**config.mk**
```make
export PLATFORM = sky130hd
export DESIGN_NAME = subseq_scan_ctrl_flat
export DESIGN_NICKNAME = d
export VERILOG_FILES = /design/src/rtl/subseq_scan_if.sv /design/src/rtl/subseq_scan_ctrl.sv /design/src/flat_wrapper.sv
export SDC_FILE = /design/constraint.sdc
export NUM_CORES = 1
export LEC_CHECK = 0
export ABC_AREA = 1
export CORE_MARGIN = 4
export CORE_UTILIZATION = 53
export DETAILED_ROUTE_END_ITERATION = 8
export GPL_TIMING_DRIVEN = 0
export PLACE_DENSITY = 0.82
export SYNTH_ARGS = -nofsm -noshare
export SYNTH_HDL_FRONTEND = slang
export SYNTH_SLANG_ARGS = --single-unit
export TNS_END_PERCENT = 10
```
**constraint.sdc**
```tcl
create_clock -name clk_i -period 2.51 [get_ports clk_i]
set_clock_uncertainty 0.1 [all_clocks]
set_input_delay 0.502 -clock clk_i [delete_from_list [all_inputs] [get_ports clk_i]]
set_output_delay 0.502 -clock clk_i [all_outputs]
set_load 0.01 [all_outputs]
```
**src/rtl/subseq_scan_if.sv**
```systemverilog
// Stream-side bundle for subseq_scan_ctrl: word input handshake and
// per-frame match-count output handshake.
//   in_valid/in_data/in_last/in_ready : word input, accepted when valid & ready
//   out_valid/out_count/out_ready     : frame match count, held until out_ready
// master = producer/consumer side (bench), slave = the scanner.
interface subseq_scan_if #(
  parameter int WORD_W = 16,
  parameter int CNT_W  = 8
);
  logic              in_valid;
  logic [WORD_W-1:0] in_data;
  logic              in_last;
  logic              in_ready;
  logic              out_valid;
  logic [CNT_W-1:0]  out_count;
  logic              out_ready;

  modport master (
    output in_valid, in_data, in_last, out_ready,
    input  in_ready, out_valid, out_count
  );

  modport slave (
    input  in_valid, in_data, in_last, out_ready,
    output in_ready, out_valid, out_count
  );
endinterface

```
**src/rtl/subseq_scan_ctrl.sv**
```systemverilog
// Serial subsequence scanner. Accepts parallel words, scans them MSB first
// one bit per cycle, counts (overlapping) occurrences of a programmable
// 1..8 bit pattern across all words of a frame, and reports the count once
// the frame's last word has been scanned.
// Ports:
//   clk_i, rst_i          : clock, synchronous active-high reset
//   cfg_we_i              : pattern/length write, honoured only while idle
//   cfg_pattern_i[7:0]    : pattern, bit 0 = most recent stream bit
//   cfg_len_i[3:0]        : pattern length (0 -> 1, >8 -> 8)
//   bus                   : word input / count output handshakes
//   match_pulse_o         : one-cycle strobe per match
//   busy_o                : frame open or FSM not idle
//
// state  | meaning
// IDLE   | waiting for a word (in_ready = 1)
// SHIFT  | consuming captured word, one bit per cycle
// REPORT | frame done, count presented until out_ready
module subseq_scan_ctrl #(
  parameter int WORD_W = 16,
  parameter int CNT_W  = 8
) (
  input  logic       clk_i,
  input  logic       rst_i,
  input  logic       cfg_we_i,
  input  logic [7:0] cfg_pattern_i,
  input  logic [3:0] cfg_len_i,
  subseq_scan_if.slave bus,
  output logic       match_pulse_o,
  output logic       busy_o
);
  localparam int IDX_W = (WORD_W > 1) ? $clog2(WORD_W) : 1;

  typedef enum logic [1:0] {IDLE, SHIFT, REPORT} state_t;

  state_t            state_q, state_d;
  logic [WORD_W-1:0] word_q, word_d;
  logic              last_q, last_d;
  logic [IDX_W-1:0]  idx_q, idx_d;
  logic [7:0]        hist_q, hist_d;
  logic [3:0]        seen_q, seen_d;
  logic [CNT_W-1:0]  cnt_q, cnt_d;
  logic              pulse_q, pulse_d;
  logic              active_q, active_d;
  logic [7:0]        pat_q, pat_d;
  logic [3:0]        len_q, len_d;

  logic [3:0] eff_len;
  logic [7:0] len_mask;
  logic [7:0] hist_shift;
  logic [3:0] seen_inc;
  logic       hit;

  assign busy_o        = active_q || (state_q != IDLE);
  assign match_pulse_o = pulse_q;
  assign bus.in_ready  = (state_q == IDLE);
  assign bus.out_valid = (state_q == REPORT);
  assign bus.out_count = cnt_q;

  always_comb begin
    if (len_q == 4'd0)      eff_len = 4'd1;
    else if (len_q > 4'd8)  eff_len = 4'd8;
    else                    eff_len = len_q;
  end

  assign len_mask   = 8'hFF >> (4'd8 - eff_len);
  assign hist_shift = {hist_q[6:0], word_q[idx_q]};
  // bits-seen only needs to reach 8 to qualify any legal length
  assign seen_inc   = (seen_q == 4'd8) ? 4'd8 : seen_q + 4'd1;
  assign hit        = (((hist_shift ^ pat_q) & len_mask) == 8'h00) && (seen_inc >= eff_len);

  always_comb begin
    state_d  = state_q;
    word_d   = word_q;
    last_d   = last_q;
    idx_d    = idx_q;
    hist_d   = hist_q;
    seen_d   = seen_q;
    cnt_d    = cnt_q;
    pulse_d  = 1'b0;
    active_d = active_q;
    pat_d    = pat_q;
    len_d    = len_q;

    case (state_q)
      IDLE: begin
        if (bus.in_valid) begin
          word_d   = bus.in_data;
          last_d   = bus.in_last;
          idx_d    = IDX_W'(WORD_W - 1);
          active_d = 1'b1;
          state_d  = SHIFT;
        end
      end
      SHIFT: begin
        hist_d = hist_shift;
        seen_d = seen_inc;
        if (hit) begin
          pulse_d = 1'b1;
          if (cnt_q != {CNT_W{1'b1}}) cnt_d = cnt_q + CNT_W'(1);
        end
        if (idx_q == '0) state_d = last_q ? REPORT : IDLE;
        else             idx_d   = idx_q - IDX_W'(1);
      end
      REPORT: begin
        if (bus.out_ready) begin
          cnt_d    = '0;
          hist_d   = 8'h00;
          seen_d   = 4'd0;
          active_d = 1'b0;
          state_d  = IDLE;
        end
      end
      default: state_d = IDLE;
    endcase

    if (cfg_we_i && !busy_o) begin
      pat_d = cfg_pattern_i;
      len_d = cfg_len_i;
    end
  end

  always_ff @(posedge clk_i) begin
    if (rst_i) begin
      state_q  <= IDLE;
      word_q   <= '0;
      last_q   <= 1'b0;
      idx_q    <= '0;
      hist_q   <= 8'h00;
      seen_q   <= 4'd0;
      cnt_q    <= '0;
      pulse_q  <= 1'b0;
      active_q <= 1'b0;
      pat_q    <= 8'b0000_1001;
      len_q    <= 4'd4;
    end else begin
      state_q  <= state_d;
      word_q   <= word_d;
      last_q   <= last_d;
      idx_q    <= idx_d;
      hist_q   <= hist_d;
      seen_q   <= seen_d;
      cnt_q    <= cnt_d;
      pulse_q  <= pulse_d;
      active_q <= active_d;
      pat_q    <= pat_d;
      len_q    <= len_d;
    end
  end
endmodule

```
**src/flat_wrapper.sv**
```systemverilog
// flat-port wrapper written by rule: the top's interface ports become plain ports
module subseq_scan_ctrl_flat 
#(
  parameter int WORD_W = 16,
  parameter int CNT_W  = 8
)
  (clk_i, rst_i, cfg_we_i, cfg_pattern_i, cfg_len_i, match_pulse_o, busy_o, bus_in_valid, bus_in_data, bus_in_last, bus_out_ready, bus_in_ready, bus_out_valid, bus_out_count);
  subseq_scan_if #(.WORD_W(WORD_W), .CNT_W(CNT_W)) bus_i ();
  input  logic clk_i;
  input  logic rst_i;
  input  logic cfg_we_i;
  input  logic [7:0] cfg_pattern_i;
  input  logic [3:0] cfg_len_i;
  output logic match_pulse_o;
  output logic busy_o;
  input wire logic [$bits(bus_i.in_valid)-1:0] bus_in_valid;
  input wire logic [$bits(bus_i.in_data)-1:0] bus_in_data;
  input wire logic [$bits(bus_i.in_last)-1:0] bus_in_last;
  input wire logic [$bits(bus_i.out_ready)-1:0] bus_out_ready;
  output wire logic [$bits(bus_i.in_ready)-1:0] bus_in_ready;
  output wire logic [$bits(bus_i.out_valid)-1:0] bus_out_valid;
  output wire logic [$bits(bus_i.out_count)-1:0] bus_out_count;
  assign bus_i.in_valid = bus_in_valid;
  assign bus_i.in_data = bus_in_data;
  assign bus_i.in_last = bus_in_last;
  assign bus_i.out_ready = bus_out_ready;
  assign bus_in_ready = bus_i.in_ready;
  assign bus_out_valid = bus_i.out_valid;
  assign bus_out_count = bus_i.out_count;
  subseq_scan_ctrl #(.WORD_W(WORD_W), .CNT_W(CNT_W)) u_core (.clk_i(clk_i), .rst_i(rst_i), .cfg_we_i(cfg_we_i), .cfg_pattern_i(cfg_pattern_i), .cfg_len_i(cfg_len_i), .bus(bus_i), .match_pulse_o(match_pulse_o), .busy_o(busy_o));
endmodule
```
==> impl_metrics.csv <==
group,metric,value,unit
global_routing,use_met3,3.587,%
worst_setup_path,cp_data_required_time,2.61,ns
yosys,ys_seq_elements,56,
routing,firstDrtPassIters,4,
floorplanning,io_pins,46,
finish,regArea,1124,sq um
global_routing,grtUsageMet2,38.41,%
routing,drtIter0Drc,198,
run,cap_violations,0,
worst_setup_path,setup.worst_path.end_class,"flip-flop",
clock_network,clockRootBuffer,"clkbuf_8",
worst_setup_path,worstSetupPathType,"reg -> reg",
placement,hpwlAfterDp,4874,microns
clock_network,cts_sinks,56,
global_routing,overflow,0,
worst_setup_path,cp.arrival,2.51,ns
finish,antenna_cells,0,
min_path,hp-class,"reg -> reg",
sta,max_freq,415.9,MHz
sta,drv_slew,0,
placement,dp_cells,500,
placement,gp_congestion,0.9030,
sta,finalCritPeriodShare,95.78,%
global_routing,grt_pass1_vias,2560,
floorplanning,num_rows,26,
finish,area_delta_synth_final,25.31,%
routing,wirelength,6724,microns
sta,hold_ws,0.3597,ns
routing,drc,0,
finish,nFillCells,442,
finish,drive_gt1_share,8.864,%
sta,relSlewSlack,65.67,%
sta,setup_viol,0,
pwr,leakagePower,1.464,nW
sta,tightestPinTransition,0.5149,ns
global_routing,grt_max_degree,17,
global_routing,antenna_found_initial,0,
pwr,ir_drop,393.1,uV
yosys,syn_area,2764,sq um
routing,drtAntennaViolNets,0,
finish,stdcell_count,510,
yosys,synth.avg_cell_area,7.179,sq um
pwr,power.density,630.2,nW/um^2
floorplanning,die-area,6434,sq um
yosys,yosys-top-cells-area,"dfxtp_1 41%, nand2_1 9.2%, inv_1 6.7%",
floorplanning,start_util,54.46,%
yosys,synth.top_cell.area_share,40.56,%
sta,finalWorstSetupSlack,0.1058,ns
global_routing,track_usage,21.35,%
yosys,synth.largest_area_cell,"dfxtp_1",
finish,fin_util,68.24,%
yosys,postSynthCellCount,385,
global_routing,grt_pass1_wl,10800,microns
yosys,synth_nets,430,
clock_network,numCtsBuffers,5,
worst_setup_path,cp_max_fo,3,
floorplanning,core_region_area,5075,sq um
sta,fin_crit,2.404,ns
routing,wl_per_cell,13.18,microns
clock_network,clock_path_buffers,2,
clock_network,cts_tree,"yes",
placement,io_buffers,45,
worst_setup_path,start_kind,"flip-flop",
yosys,synth_warnings,0,
finish,final_nets,484,
routing,vias_per_cell,5.298,
clock_network,clk_pin_slew,0.10,ns
finish,multi_input_area,1389,sq um
clock_network,clk-insertion-delay-late,0.31,ns
placement,pre_cts_ws,-0.01461,ns
floorplanning,fp.dieW,80.22,microns
clock_network,htree_levels,2,
global_routing,grt-busiest-layer,"met2",
pwr,power,2.183,mW
yosys,synth-seq-area-share,40.56,%
floorplanning,die_h,80.22,microns
routing,vias,2702,
sta,finalHoldViolCount,0,
global_routing,met1_usage,24.00,%
yosys,yosysUniqueCellTypes,31,
status,outcome,"finished, final reports clean",
-- cell type report --
cell class                 count  area share, %
inverter                      57          6.178
clock buffer                   7          2.782
sequential                    56          32.44
timing repair buffer          47          13.44
clock inverter                 1         0.8671
tap                           70          2.529
multi-input combinational    261          40.10
buffer                        11          1.662
-- cells in the final DEF, fill, tap and decap left out, types with 3 or more instances in the layout --
cell type        instances
inv_1                   49
a32o_1                   4
nand2_2                  5
clkdlybuf4s50_1         45
nand3_2                  3
inv_2                    8
nand2_1                 68
nor2_1                  43
ha_1                    11
clkbuf_1                 8
o21ai_1                  7
nand3_1                 30
clkbuf_8                 7
dfxtp_1                 54
a21oi_1                 30
o21ai_0                 32
o32ai_1                  5
-- per-layer routing --
| layer | share of wire [%] | wire, microns |
|---|---|---|
| met5 | 0 | 0 |
| met4 | 1.8 | 124 |
| met3 | 4.9 | 330 |
| met2 | 49 | 3321 |
| met1 | 44 | 2948 |
-- cells in the mapped netlist, drive strengths merged --
cell / n
a2111oi: 1
a21boi: 1
a21oi: 30
a311oi: 1
a32o: 4
buf: 3
clkbuf: 8
dfxtp: 56
ha: 11
inv: 57
nand2: 74
nand3: 33
nand3b: 1
nand4: 3
nor2: 46
nor3: 3
o211ai: 1
o21ai: 41
o21bai: 2
o32ai: 5
or2: 1
xnor2: 1
xor2: 2
-- critical path, cell delays in order (launching register included) --
cell	delay, ns
dfxtp_2	0.36
inv_1	0.07
ha_1	0.33
ha_1	0.31
inv_1	0.05
o21bai_1	0.11
nand3_1	0.09
nand3_1	0.09
nand2_1	0.10
nor2_4	0.14
nand4_4	0.12
buf_4	0.18
a21boi_0	0.18
nor2_1	0.07
-- kinds of logic after synthesis --
group           count (synthesis)  share of synthesized area (%)
fa+ha+maj                      11                          4.980
flops                          56                          40.56
buf+inv                        68                          9.823
compound gates                 86                          17.61
simple gates                  161                          26.07
xor+xnor                        3                         0.9508
-- worst paths after layout --
kind                                        from                       to  slack [ns]  cells after the start
worst max register to register  u_core.seen_q[0]  u_core.bus.out_count[1]        0.11                     13
worst min register to register  u_core.word_q[5]         u_core.word_q[5]        0.36                      2
worst min-delay path            u_core.word_q[5]         u_core.word_q[5]        0.36                      2
worst max-delay path            u_core.seen_q[0]  u_core.bus.out_count[1]        0.11                     13
-- state kept, by name, indices dropped and copies added (netlist names) --
name                  count
u_core.last_q             1
u_core.hist_q             7
u_core.len_q              4
u_core.seen_q             4
u_core.pat_q              8
u_core.match_pulse_o      1
u_core.bus.out_count      8
u_core.idx_q              4
u_core.state_q            2
u_core.active_q           1
u_core.word_q            16
-- stage by stage --
step	instance area [sq um]	setup TNS (ns)
floorplan	2764	0
global placement	3302	0
detailed placement	3302	-0.01461
CTS	3428	0
global route	3463	-0.1328
finish	3463	0
-- timing repair --
item / 4_1_cts / 5_1_grt
setup buffers: 0 / 2
pin swaps: 0 / 3
hold buffers: 0 / 0
gates resized for setup: 1 / 7
endpoints found under the setup margin: 5 / 8
-- power breakdown --
group | internal, mW | leakage, nW | switching (mW) | total (mW)
logic | 0.212 | 0.939 | 0.308 | 0.520
registers | 0.963 | 0.461 | 0.0518 | 1.01
clock network | 0.352 | 0.0645 | 0.295 | 0.648
No activity file was read; power rests on OpenSTA's default activity.
